===== config.mk =====
export PLATFORM = sky130hd
export DESIGN_NAME = jtframe_rom_arbiter_flat
export DESIGN_NICKNAME = d
export VERILOG_FILES = /design/src/rtl/jtframe_arb_pkg.sv /design/src/rtl/jtframe_rom_arbiter_if.sv /design/src/rtl/jtframe_rr_pick.sv /design/src/rtl/jtframe_rom_arbiter.sv /design/src/flat_wrapper.sv
export SDC_FILE = /design/constraint.sdc
export NUM_CORES = 1
export LEC_CHECK = 0
export ABC_AREA = 1
export CORE_MARGIN = 2
export CORE_UTILIZATION = 50
export DETAILED_ROUTE_END_ITERATION = 6
export PLACE_DENSITY = 0.92
export SYNTH_ARGS = -nofsm -noshare
export SYNTH_HDL_FRONTEND = slang
export SYNTH_SLANG_ARGS = --single-unit

===== constraint.sdc =====
create_clock -name clk_rom -period 4.85 [get_ports clk_rom]
set_input_delay 0.97 -clock clk_rom [delete_from_list [all_inputs] [get_ports clk_rom]]
set_output_delay 0.97 -clock clk_rom [all_outputs]
set_load 0.05 [all_outputs]

===== src/rtl/jtframe_arb_pkg.sv =====
// Shared types for the ROM arbiter: FSM state encoding and default bus widths.
package jtframe_arb_pkg;

  typedef enum logic [1:0] {
    ST_IDLE = 2'd0,
    ST_REQ  = 2'd1,
    ST_WAIT = 2'd2,
    ST_GAP  = 2'd3
  } arb_state_e;

  localparam int ARB_SLOTS = 4;
  localparam int ARB_AW    = 22;
  localparam int ARB_DW    = 32;

endpackage


===== src/rtl/jtframe_rom_arbiter_if.sv =====
// ROM-slot and SDRAM-read signal bundle. The arbiter uses the master modport;
// the ROM fetchers and the SDRAM controller side use the slave modport.
interface jtframe_rom_arbiter_if
  import jtframe_arb_pkg::*;
#(
  parameter int SLOTS = ARB_SLOTS,
  parameter int AW    = ARB_AW,
  parameter int DW    = ARB_DW
);

  logic [SLOTS-1:0]    slot_req;
  logic [SLOTS*AW-1:0] slot_addr;
  logic [SLOTS-1:0]    slot_ack;
  logic [SLOTS-1:0]    slot_ok;
  logic [SLOTS*DW-1:0] slot_dout;
  logic                sdram_req;
  logic [AW-1:0]       sdram_addr;
  logic                sdram_ack;
  logic [DW-1:0]       data_read;
  logic                data_rdy;

  modport master (
    input  slot_req, slot_addr, sdram_ack, data_read, data_rdy,
    output slot_ack, slot_ok, slot_dout, sdram_req, sdram_addr
  );

  modport slave (
    output slot_req, slot_addr, sdram_ack, data_read, data_rdy,
    input  slot_ack, slot_ok, slot_dout, sdram_req, sdram_addr
  );

endinterface


===== src/rtl/jtframe_rr_pick.sv =====
// Combinational round-robin picker: first set bit of req_i at or after ptr_i,
// wrapping modulo N.
module jtframe_rr_pick #(
  parameter int N  = 4,
  parameter int PW = 2
) (
  input  logic [N-1:0]  req_i,
  input  logic [PW-1:0] ptr_i,
  output logic          any_o,
  output logic [PW-1:0] idx_o
);

  logic [PW:0]   sum_s;
  logic [PW-1:0] cand_s;

  // scan N candidates starting at ptr_i; the first requester found wins
  always_comb begin
    any_o  = 1'b0;
    idx_o  = '0;
    sum_s  = '0;
    cand_s = '0;
    for (int k = 0; k < N; k++) begin
      sum_s = {1'b0, ptr_i} + (PW+1)'(k);
      if (sum_s >= (PW+1)'(N)) begin
        sum_s = sum_s - (PW+1)'(N);
      end else begin
        sum_s = sum_s;
      end
      cand_s = sum_s[PW-1:0];
      if (!any_o && req_i[cand_s]) begin
        any_o = 1'b1;
        idx_o = cand_s;
      end else begin
        any_o = any_o;
      end
    end
  end

endmodule


===== src/rtl/jtframe_rom_arbiter.sv =====
// Round-robin arbiter sharing one SDRAM read port among SLOTS ROM requesters.
// Optional per-slot one-word cache enabled by defining JTFRAME_ARB_CACHE_EN.
module jtframe_rom_arbiter
  import jtframe_arb_pkg::*;
#(
  parameter int SLOTS = ARB_SLOTS,
  parameter int AW    = ARB_AW,
  parameter int DW    = ARB_DW
) (
  input  logic                  clk_rom,
  input  logic                  rst_n,
  input  logic                  downloading,
  input  logic                  loop_rst,
  jtframe_rom_arbiter_if.master bus
);

  localparam int PW = (SLOTS > 1) ? $clog2(SLOTS) : 1;

  arb_state_e       state_q, state_d;
  logic [PW-1:0]    sel_q, sel_d, ptr_q, ptr_d, pick_idx_s;
  logic             pick_any_s;
  logic             req_q, req_d;
  logic [AW-1:0]    addr_q, addr_d;
  logic [SLOTS-1:0] ack_q, ack_d, ok_q, ok_d, hit_s, elig_s;
  logic [AW-1:0]    addr_s [SLOTS];
  logic [DW-1:0]    dout_q [SLOTS];
  logic             abort_s, fill_s;

  assign abort_s = downloading | loop_rst;
  assign fill_s  = (state_q == ST_WAIT) && !abort_s && bus.data_rdy;

  always_comb begin
    for (int i = 0; i < SLOTS; i++) begin
      addr_s[i] = bus.slot_addr[i*AW +: AW];
    end
  end

`ifdef JTFRAME_ARB_CACHE_EN
  logic [SLOTS-1:0] valid_q;
  logic [AW-1:0]    tag_q [SLOTS];

  // a slot whose ok is already pulsing is still holding req; do not hit it twice
  always_comb begin
    for (int i = 0; i < SLOTS; i++) begin
      hit_s[i] = bus.slot_req[i] & valid_q[i] & ~ok_q[i] & ~abort_s
                 & (addr_s[i] == tag_q[i]);
    end
  end

  always_ff @(posedge clk_rom or negedge rst_n) begin
    if (!rst_n) begin
      valid_q <= '0;
      for (int i = 0; i < SLOTS; i++) tag_q[i] <= '0;
    end else if (abort_s) begin
      valid_q <= '0;
    end else if (fill_s) begin
      valid_q[sel_q] <= 1'b1;
      tag_q[sel_q]   <= addr_q;
    end else begin
      valid_q <= valid_q;
    end
  end
`else
  assign hit_s = '0;
`endif

  assign elig_s = bus.slot_req & ~hit_s & ~ok_q;

  jtframe_rr_pick #(.N(SLOTS), .PW(PW)) u_pick (
    .req_i (elig_s),
    .ptr_i (ptr_q),
    .any_o (pick_any_s),
    .idx_o (pick_idx_s)
  );

  always_comb begin
    state_d = state_q;
    sel_d   = sel_q;
    ptr_d   = ptr_q;
    req_d   = req_q;
    addr_d  = addr_q;
    ack_d   = '0;
    ok_d    = hit_s;
    if (abort_s) begin
      state_d = ST_IDLE;
      req_d   = 1'b0;
    end else begin
      case (state_q)
        ST_IDLE: begin
          if (pick_any_s) begin
            sel_d   = pick_idx_s;
            addr_d  = addr_s[pick_idx_s];
            req_d   = 1'b1;
            state_d = ST_REQ;
          end else begin
            state_d = ST_IDLE;
          end
        end
        ST_REQ: begin
          if (bus.sdram_ack) begin
            req_d        = 1'b0;
            ack_d[sel_q] = 1'b1;
            ptr_d        = (sel_q == PW'(SLOTS-1)) ? '0 : sel_q + PW'(1);
            state_d      = ST_WAIT;
          end else begin
            state_d = ST_REQ;
          end
        end
        ST_WAIT: begin
          if (fill_s) begin
            ok_d[sel_q] = 1'b1;
            state_d     = ST_GAP;
          end else begin
            state_d = ST_WAIT;
          end
        end
        ST_GAP:  state_d = ST_IDLE;
        default: begin
          state_d = ST_IDLE;
          req_d   = 1'b0;
        end
      endcase
    end
  end

  always_ff @(posedge clk_rom or negedge rst_n) begin
    if (!rst_n) begin
      state_q <= ST_IDLE;
      sel_q   <= '0;
      ptr_q   <= '0;
      req_q   <= 1'b0;
      addr_q  <= '0;
      ack_q   <= '0;
      ok_q    <= '0;
    end else begin
      state_q <= state_d;
      sel_q   <= sel_d;
      ptr_q   <= ptr_d;
      req_q   <= req_d;
      addr_q  <= addr_d;
      ack_q   <= ack_d;
      ok_q    <= ok_d;
    end
  end

  // per-slot read data only changes on a completed SDRAM fill
  always_ff @(posedge clk_rom or negedge rst_n) begin
    if (!rst_n) begin
      for (int i = 0; i < SLOTS; i++) dout_q[i] <= '0;
    end else if (fill_s) begin
      dout_q[sel_q] <= bus.data_read;
    end else begin
      dout_q[sel_q] <= dout_q[sel_q];
    end
  end

  assign bus.sdram_req  = req_q;
  assign bus.sdram_addr = addr_q;
  assign bus.slot_ack   = ack_q;
  assign bus.slot_ok    = ok_q;

  for (genvar g = 0; g < SLOTS; g++) begin : g_dout
    assign bus.slot_dout[g*DW +: DW] = dout_q[g];
  end

endmodule


===== src/flat_wrapper.sv =====
// flat-port wrapper written by rule: the top's interface ports become plain ports
module jtframe_rom_arbiter_flat import jtframe_arb_pkg::*;
#(
  parameter int SLOTS = ARB_SLOTS,
  parameter int AW    = ARB_AW,
  parameter int DW    = ARB_DW
)
  (clk_rom, rst_n, downloading, loop_rst, bus_slot_req, bus_slot_addr, bus_sdram_ack, bus_data_read, bus_data_rdy, bus_slot_ack, bus_slot_ok, bus_slot_dout, bus_sdram_req, bus_sdram_addr);
  jtframe_rom_arbiter_if #(.SLOTS(SLOTS), .AW(AW), .DW(DW)) bus_i ();
  input  logic clk_rom;
  input  logic rst_n;
  input  logic downloading;
  input  logic loop_rst;
  input wire logic [$bits(bus_i.slot_req)-1:0] bus_slot_req;
  input wire logic [$bits(bus_i.slot_addr)-1:0] bus_slot_addr;
  input wire logic [$bits(bus_i.sdram_ack)-1:0] bus_sdram_ack;
  input wire logic [$bits(bus_i.data_read)-1:0] bus_data_read;
  input wire logic [$bits(bus_i.data_rdy)-1:0] bus_data_rdy;
  output wire logic [$bits(bus_i.slot_ack)-1:0] bus_slot_ack;
  output wire logic [$bits(bus_i.slot_ok)-1:0] bus_slot_ok;
  output wire logic [$bits(bus_i.slot_dout)-1:0] bus_slot_dout;
  output wire logic [$bits(bus_i.sdram_req)-1:0] bus_sdram_req;
  output wire logic [$bits(bus_i.sdram_addr)-1:0] bus_sdram_addr;
  assign bus_i.slot_req = bus_slot_req;
  assign bus_i.slot_addr = bus_slot_addr;
  assign bus_i.sdram_ack = bus_sdram_ack;
  assign bus_i.data_read = bus_data_read;
  assign bus_i.data_rdy = bus_data_rdy;
  assign bus_slot_ack = bus_i.slot_ack;
  assign bus_slot_ok = bus_i.slot_ok;
  assign bus_slot_dout = bus_i.slot_dout;
  assign bus_sdram_req = bus_i.sdram_req;
  assign bus_sdram_addr = bus_i.sdram_addr;
  jtframe_rom_arbiter #(.SLOTS(SLOTS), .AW(AW), .DW(DW)) u_core (.clk_rom(clk_rom), .rst_n(rst_n), .downloading(downloading), .loop_rst(loop_rst), .bus(bus_i));
endmodule

==> impl_results.md, run 1 <==
- Clk root buf: clkbuf_16
- Status: completed
- Clock Latency Late Sink: 0.42 ns
- Port buffer count: 288
- Net count, final: 1,398
- Largest net degree at the start of global routing: 81
- DRT iter0 DRCs: 811
- Clk slew on worst S/H paths: 0.07 ns
- CTS sink count: 165
- CP required: 5.21 ns
- Max-slew violation count: 0
- Initial Util: 0.507
- Worst path slowest cell: nand2_4
- Routed Antenna Nets: 0
- Achievable Freq: 329 MHz
- Sequential element share of the synthesized area: 0.495
- DRC: 0
- Core area: 16,500 um^2
- Area Growth Syn to Fin: 42.4%
- Synth unique cells: 25
- Mapped Area: 8340 um^2
- CP max FO: 44
- Metal1 wirelength: 11,200 um
- Post-synth top area share: 0.495
- Post-DP HPWL: 18,600 um
- CP Class: in2reg
- Final GP Congestion: 0.878
- Met3 WL: 2350 um
- DIE AREA: 17,700 um^2
- Post-route minimum period: 3.04 ns
- Worst slew margin: 0.195
- Final Routed Wirelength: 28,300 um
- H-tree Lvls: 4
- CP endpoint kind: register
- Die H: 133 um
- CTS max path bufs: 2
- TritonCTS Buffers: 17
- Syn Area/Cell: 8.17 um^2
- Via density: 5.89
- Yosys reg bits: 165
- Hold Crit Class: reg2reg
- Share of layout cells above drive strength 1: 0.0525
- YS warnings: 0
- Most common cell after layout, fill and taps aside: clkdlybuf4s50_1
- Slew @ Worst Pin: 1.21 ns
- RSZ-0062 raised after global routing: no
- Final Setup Violations: 0
- Via count: 8,823
- Max cap viols: 0
- Period utilization: 0.626
- CP cell instances: clkdlybuf4s50_1, nand3_1, nand3_1, nand2_1, nand2_1, nand3_2, nand2_4, nand2_1, nand3_1, nand3_1, nand2_1
- Overflow after GRT: 0
- Top cells by area, synth: dfrtp_1 (49%), nand2_1 (12%), o31ai_1 (12%), nor2_1 (7.7%), nand3_1 (6.3%)
- Final setup TNS: 0 ns
- Die width: 133 um
- # hold bufs at CTS: 0
- Clock Skew: 0.00904 ns
- Syn Inst Count: 1,021
- Area leader, netlist: dfrtp_1
- Final Core Density: 0.722
- Largest stage delay, worst path: 0.56 ns
- CTS tree: built
- Setup bufs post-CTS: 0
- Met2 WL: 13,600 um
- Cell Rows: 47
- Number of global-route vias before repair: 8,751
- Io pins: 289
- Post_cts resized: 0
- DR top layer: met4
- Detailed-route wire length per cell: 18.9 um
- # diodes: 0
- Worst setup SP type: input pin
- Drt first pass iters: 5
- Final Hold Fails: 0
- Initial antenna violation count: 1
- GR Util All Layers: 0.319
- Syn nets: 1,155
- First-pass GRT wire length: 45,100 um
- Most frequent cells in the layout: clkdlybuf4s50_1 (287), nand2_1 (268), nor2_1 (172), dfrtp_1 (163), o31ai_1 (128)
- Crit path DAT: 3.40 ns
-- layout make-up --
type,instances,area [um^2]
Fill cell,1224,4580
Sequential cell,165,4130
Multi-Input combinational cell,762,3800
Timing Repair Buffer,300,2970
Clock buffer,18,429
Tap cell,220,275
Clock inverter,14,203
Inverter,18,72.6
-- flip-flops by register name, indices dropped and copies added (netlist names) --
signal                 cells
u_core.bus.sdram_addr     22
u_core.bus.sdram_req       1
u_core.bus.slot_ack        4
u_core.bus.slot_dout     128
u_core.bus.slot_ok         4
u_core.ptr_q               2
u_core.sel_q               2
u_core.state_q             2
-- kinds of logic (layout without fill, tap and decap cells) --
logic type	Yosys count	in the layout	synth area share
buffers and inverters	94	350	0.0505
and+or+nand+nor	560	560	0.277
adders and majority gates	4	4	0.00600
AOI/OAI and AO/OA	198	198	0.172
DFF	165	165	0.495
-- metal layers --
metal,vias to the layer above,track usage
met2,494,0.536
li1,4029,-
met3,89,0.0639
met1,4211,0.397
met4,0,0.155
met5,-,0
-- path summary, 6_finish.rpt --
kind	startpoint	endpoint	slack, ns	cells past startpoint
worst max-delay path	bus_slot_req[1]	u_core.bus.sdram_addr[4]	1.81	11
worst min-delay path	u_core.bus.sdram_addr[1]	u_core.bus.sdram_addr[1]	0.48	2
worst max register to register	u_core.sel_q[0]	u_core.bus.slot_dout[10]	2.05	5
worst min register to register	u_core.bus.sdram_addr[1]	u_core.bus.sdram_addr[1]	0.48	2
max in group asynchronous	rst_n	u_core.bus.slot_dout[116]	3.16	2
min in group asynchronous	rst_n	u_core.bus.slot_dout[64]	0.58	1
-- worst max-delay path: cells and delay by family --
kind / cells / cell delay [ns]
AND/OR/NAND/NOR: 10 / 1.90
buffers and inverters: 1 / 0.50
-- cells in the mapped netlist --
| master | count |
|---|---|
| inv_6 | 1 |
| nor2_1 | 172 |
| nand3_4 | 1 |
| o21ai_0 | 36 |
| o31ai_1 | 128 |
| buf_2 | 12 |
| a21oi_1 | 1 |
| nand2_1 | 268 |
| clkbuf_1 | 41 |
| buf_1 | 15 |
| nand4_1 | 2 |
| nor2_4 | 1 |
| o211ai_1 | 1 |
| buf_4 | 3 |
| dfrtp_1 | 165 |
| ha_1 | 4 |
| nor3_1 | 1 |
| nand3_1 | 105 |
| nand2_2 | 4 |
| inv_2 | 2 |
| nand3_2 | 5 |
| nand2_4 | 1 |
| inv_1 | 15 |
| buf_6 | 5 |
| o32ai_1 | 32 |
-- through the flow --
stage | setup slack [ns] | instances | hold WS [ns] | instance area, um^2
after global routing | 1.64 | 1497 | 0.498 | 11900
after global placement | 1.58 | 1465 | 0.461 | 11300
final | 1.81 | 1497 | 0.481 | 11900
after floorplan | 2.71 | 1021 | 0.523 | 8340
after detailed placement | 1.49 | 1465 | 0.464 | 11300
after CTS | 1.87 | 1497 | 0.482 | 11900
Power of run 1 is not shown: default switching activity piles up to over one toggle a cycle in this logic, so the estimate is an artifact.
==> run 2: changes to the inputs <==
--- a/config.mk
+++ b/config.mk
@@ -7,9 +7,9 @@
 export LEC_CHECK = 0
 export ABC_AREA = 1
 export CORE_MARGIN = 2
-export CORE_UTILIZATION = 50
+export CORE_UTILIZATION = 42
 export DETAILED_ROUTE_END_ITERATION = 6
-export PLACE_DENSITY = 0.92
+export PLACE_DENSITY = 0.83
 export SYNTH_ARGS = -nofsm -noshare
 export SYNTH_HDL_FRONTEND = slang
 export SYNTH_SLANG_ARGS = --single-unit
==> constraint.sdc (replaced) <==
create_clock -name clk_rom -period 2.5 [get_ports clk_rom]
set_input_delay 0.5 -clock clk_rom [delete_from_list [all_inputs] [get_ports clk_rom]]
set_output_delay 0.5 -clock clk_rom [all_outputs]
set_load 0.05 [all_outputs]
==> run 2 against run 1 <==
Effect of this change:
- cell area is 2.6% higher
- critical path depth is 10 lower
- worst setup slack worse by 1.5 ns
- final cell count is 4.5% higher
- register-to-register slack worse by 1.7 ns
- core utilization is 9.5 points lower
==> impl_results.md, run 2 (synthesized netlist as in run 1, its figures left out) <==
- Final Hold Fails: 0
- Clock Power Share: 0.122
- Most common cell after layout, fill and taps aside: clkdlybuf4s50_1
- CTS sink count: 165
- Die width: 145 um
- Largest net degree at the start of global routing: 67
- Power after layout: 21.3 mW
- Die H: 145 um
- DRT iter0 DRCs: 741
- Sequential group share of total power: 0.233
- DIE AREA: 21,000 um^2
- Combinational cell fraction of total power: 0.645
- FF-to-FF setup slack: 0.34 ns
- Pwr/cell area: 1740 nW/um^2
- Leak: 5.36 nW
- Share of layout cells above drive strength 1: 0.0678
- CTS max path bufs: 2
- Initial Util: 0.429
- Most frequent cells in the layout: clkdlybuf4s50_1 (287), nand2_1 (268), nor2_1 (172), dfrtp_1 (163), o31ai_1 (128)
- Initial antenna violation count: 1
- Crit path DAT: 1.67 ns
- Status: completed
- Worst setup SP type: register
- Clock Skew: 0.00917 ns
- CP Class: reg2out
- Min Hold Slack: 0.0550 ns
- Worst path slowest cell: clkdlybuf4s50_1
- Final Routed Wirelength: 28,500 um
- Net count, final: 1,420
- Hold Crit Class: in2async
- RSZ-0062 raised after global routing: no
- Routed Antenna Nets: 0
- Slew @ Worst Pin: 0.619 ns
- Post_cts resized: 0
- Period utilization: 0.868
- Detailed-route wire length per cell: 18.2 um
- Placed cell area: 11,600 um^2
- Max cap viols: 0
- Clk slew on worst S/H paths: 0.06 ns
- CP cell instances: clkdlybuf4s50_1
- Worst R2R Path Depth: 13
- Clock Latency Late Sink: 0.42 ns
- Via count: 8,680
- Post-route minimum period: 2.17 ns
- Peak VDD IR: 1.00 mV
- Final setup TNS: 0 ns
- Setup bufs post-CTS: 0
- Core area: 19,500 um^2
- Largest register FFs: 128
- Internal Power: 9.96 mW
- Final Core Density: 0.627
- Achievable Freq: 461 MHz
- Net Sw Power: 11.3 mW
- Largest stage delay, worst path: 0.86 ns
- Port buffer count: 288
- Final GP Congestion: 0.919
- First-pass GRT wire length: 45,500 um
- DRC: 0
- CP required: 2.00 ns
- CTS tree: built
- Worst path depth: 1
- Worst slew margin: 0.586
- Final Cell Area: 12,200 um^2
- Area Growth Syn to Fin: 46.2%
- Number of global-route vias before repair: 8,340
- Cell Rows: 51
- Net Sw Frac: 0.532
- CP max FO: 3
- Drt first pass iters: 6
- Final Setup Violations: 0
- Overflow after GRT: 0
- # hold bufs at CTS: 0
- TritonCTS Buffers: 17
- WP buf/inv: 1
- Clk root buf: clkbuf_16
- CP top delay family: buffers and inverters
- GR Util All Layers: 0.270
- Post-DP HPWL: 19,800 um
- CP endpoint kind: output pin
- Max-slew violation count: 0
- Via density: 5.55
- Io pins: 289
- H-tree Lvls: 4
[run 2: cell types whose count changed in the layout (fill, tap and decap cells not counted), sizes merged]
| cell | delta |
|---|---|
| buf | +22 |
| clkinv | -3 |
| bufinv | -2 |
| clkbuf | +2 |
| clkinvlp | +2 |
| diode | +1 |
[run 2: metal layers]
layer	track usage	vias to the layer above	routed length, um	share of wire
li1	-	4063	-	-
met1	0.338	4087	11300	0.40
met2	0.448	464	13700	0.48
met3	0.0711	66	2540	0.089
met4	0.103	0	1030	0.036
met5	0	-	0	0
[run 2: cell type report]
type                            count  area (um^2)
Antenna cell                        1         2.50
Clock buffer                       20          457
Clock inverter                     11          125
Fill cell                        1625         7270
Inverter                           18         72.6
Multi-Input combinational cell    762         3800
Sequential cell                   165         4130
Tap cell                          265          332
Timing Repair Buffer              322         3280
[run 2: worst paths after layout]
check                                          start                   endpoint
setup / recovery            u_core.bus.slot_dout[90]          bus_slot_dout[90]
hold / removal                                 rst_n   u_core.bus.slot_dout[30]
setup reg to reg                     u_core.ptr_q[0]  u_core.bus.sdram_addr[16]
hold reg to reg            u_core.bus.sdram_addr[12]  u_core.bus.sdram_addr[12]
max in group asynchronous                      rst_n    u_core.bus.slot_dout[7]
min in group clk_rom       u_core.bus.sdram_addr[12]  u_core.bus.sdram_addr[12]
[run 2: stage by stage]
step / setup slack, ns / instances
2_1_floorplan: 0.595 / 1021
3_3_place_gp: 0.172 / 1532
3_5_place_dp: 0.0838 / 1532
4_1_cts: 0.313 / 1563
5_1_grt: 0.170 / 1564
6_report: 0.329 / 1564
[run 2: power by group through the flow]
stage	sequential, mW	combinational (mW)	clock, mW
after floorplan	8.53	5.60	0
after global placement	4.94	13.4	0
after detailed placement	4.95	13.7	0
after CTS	4.93	13.7	2.64
after global routing	5.10	14.7	2.76
final	4.95	13.7	2.60
Note: power is estimated with default switching activity, not from simulation.
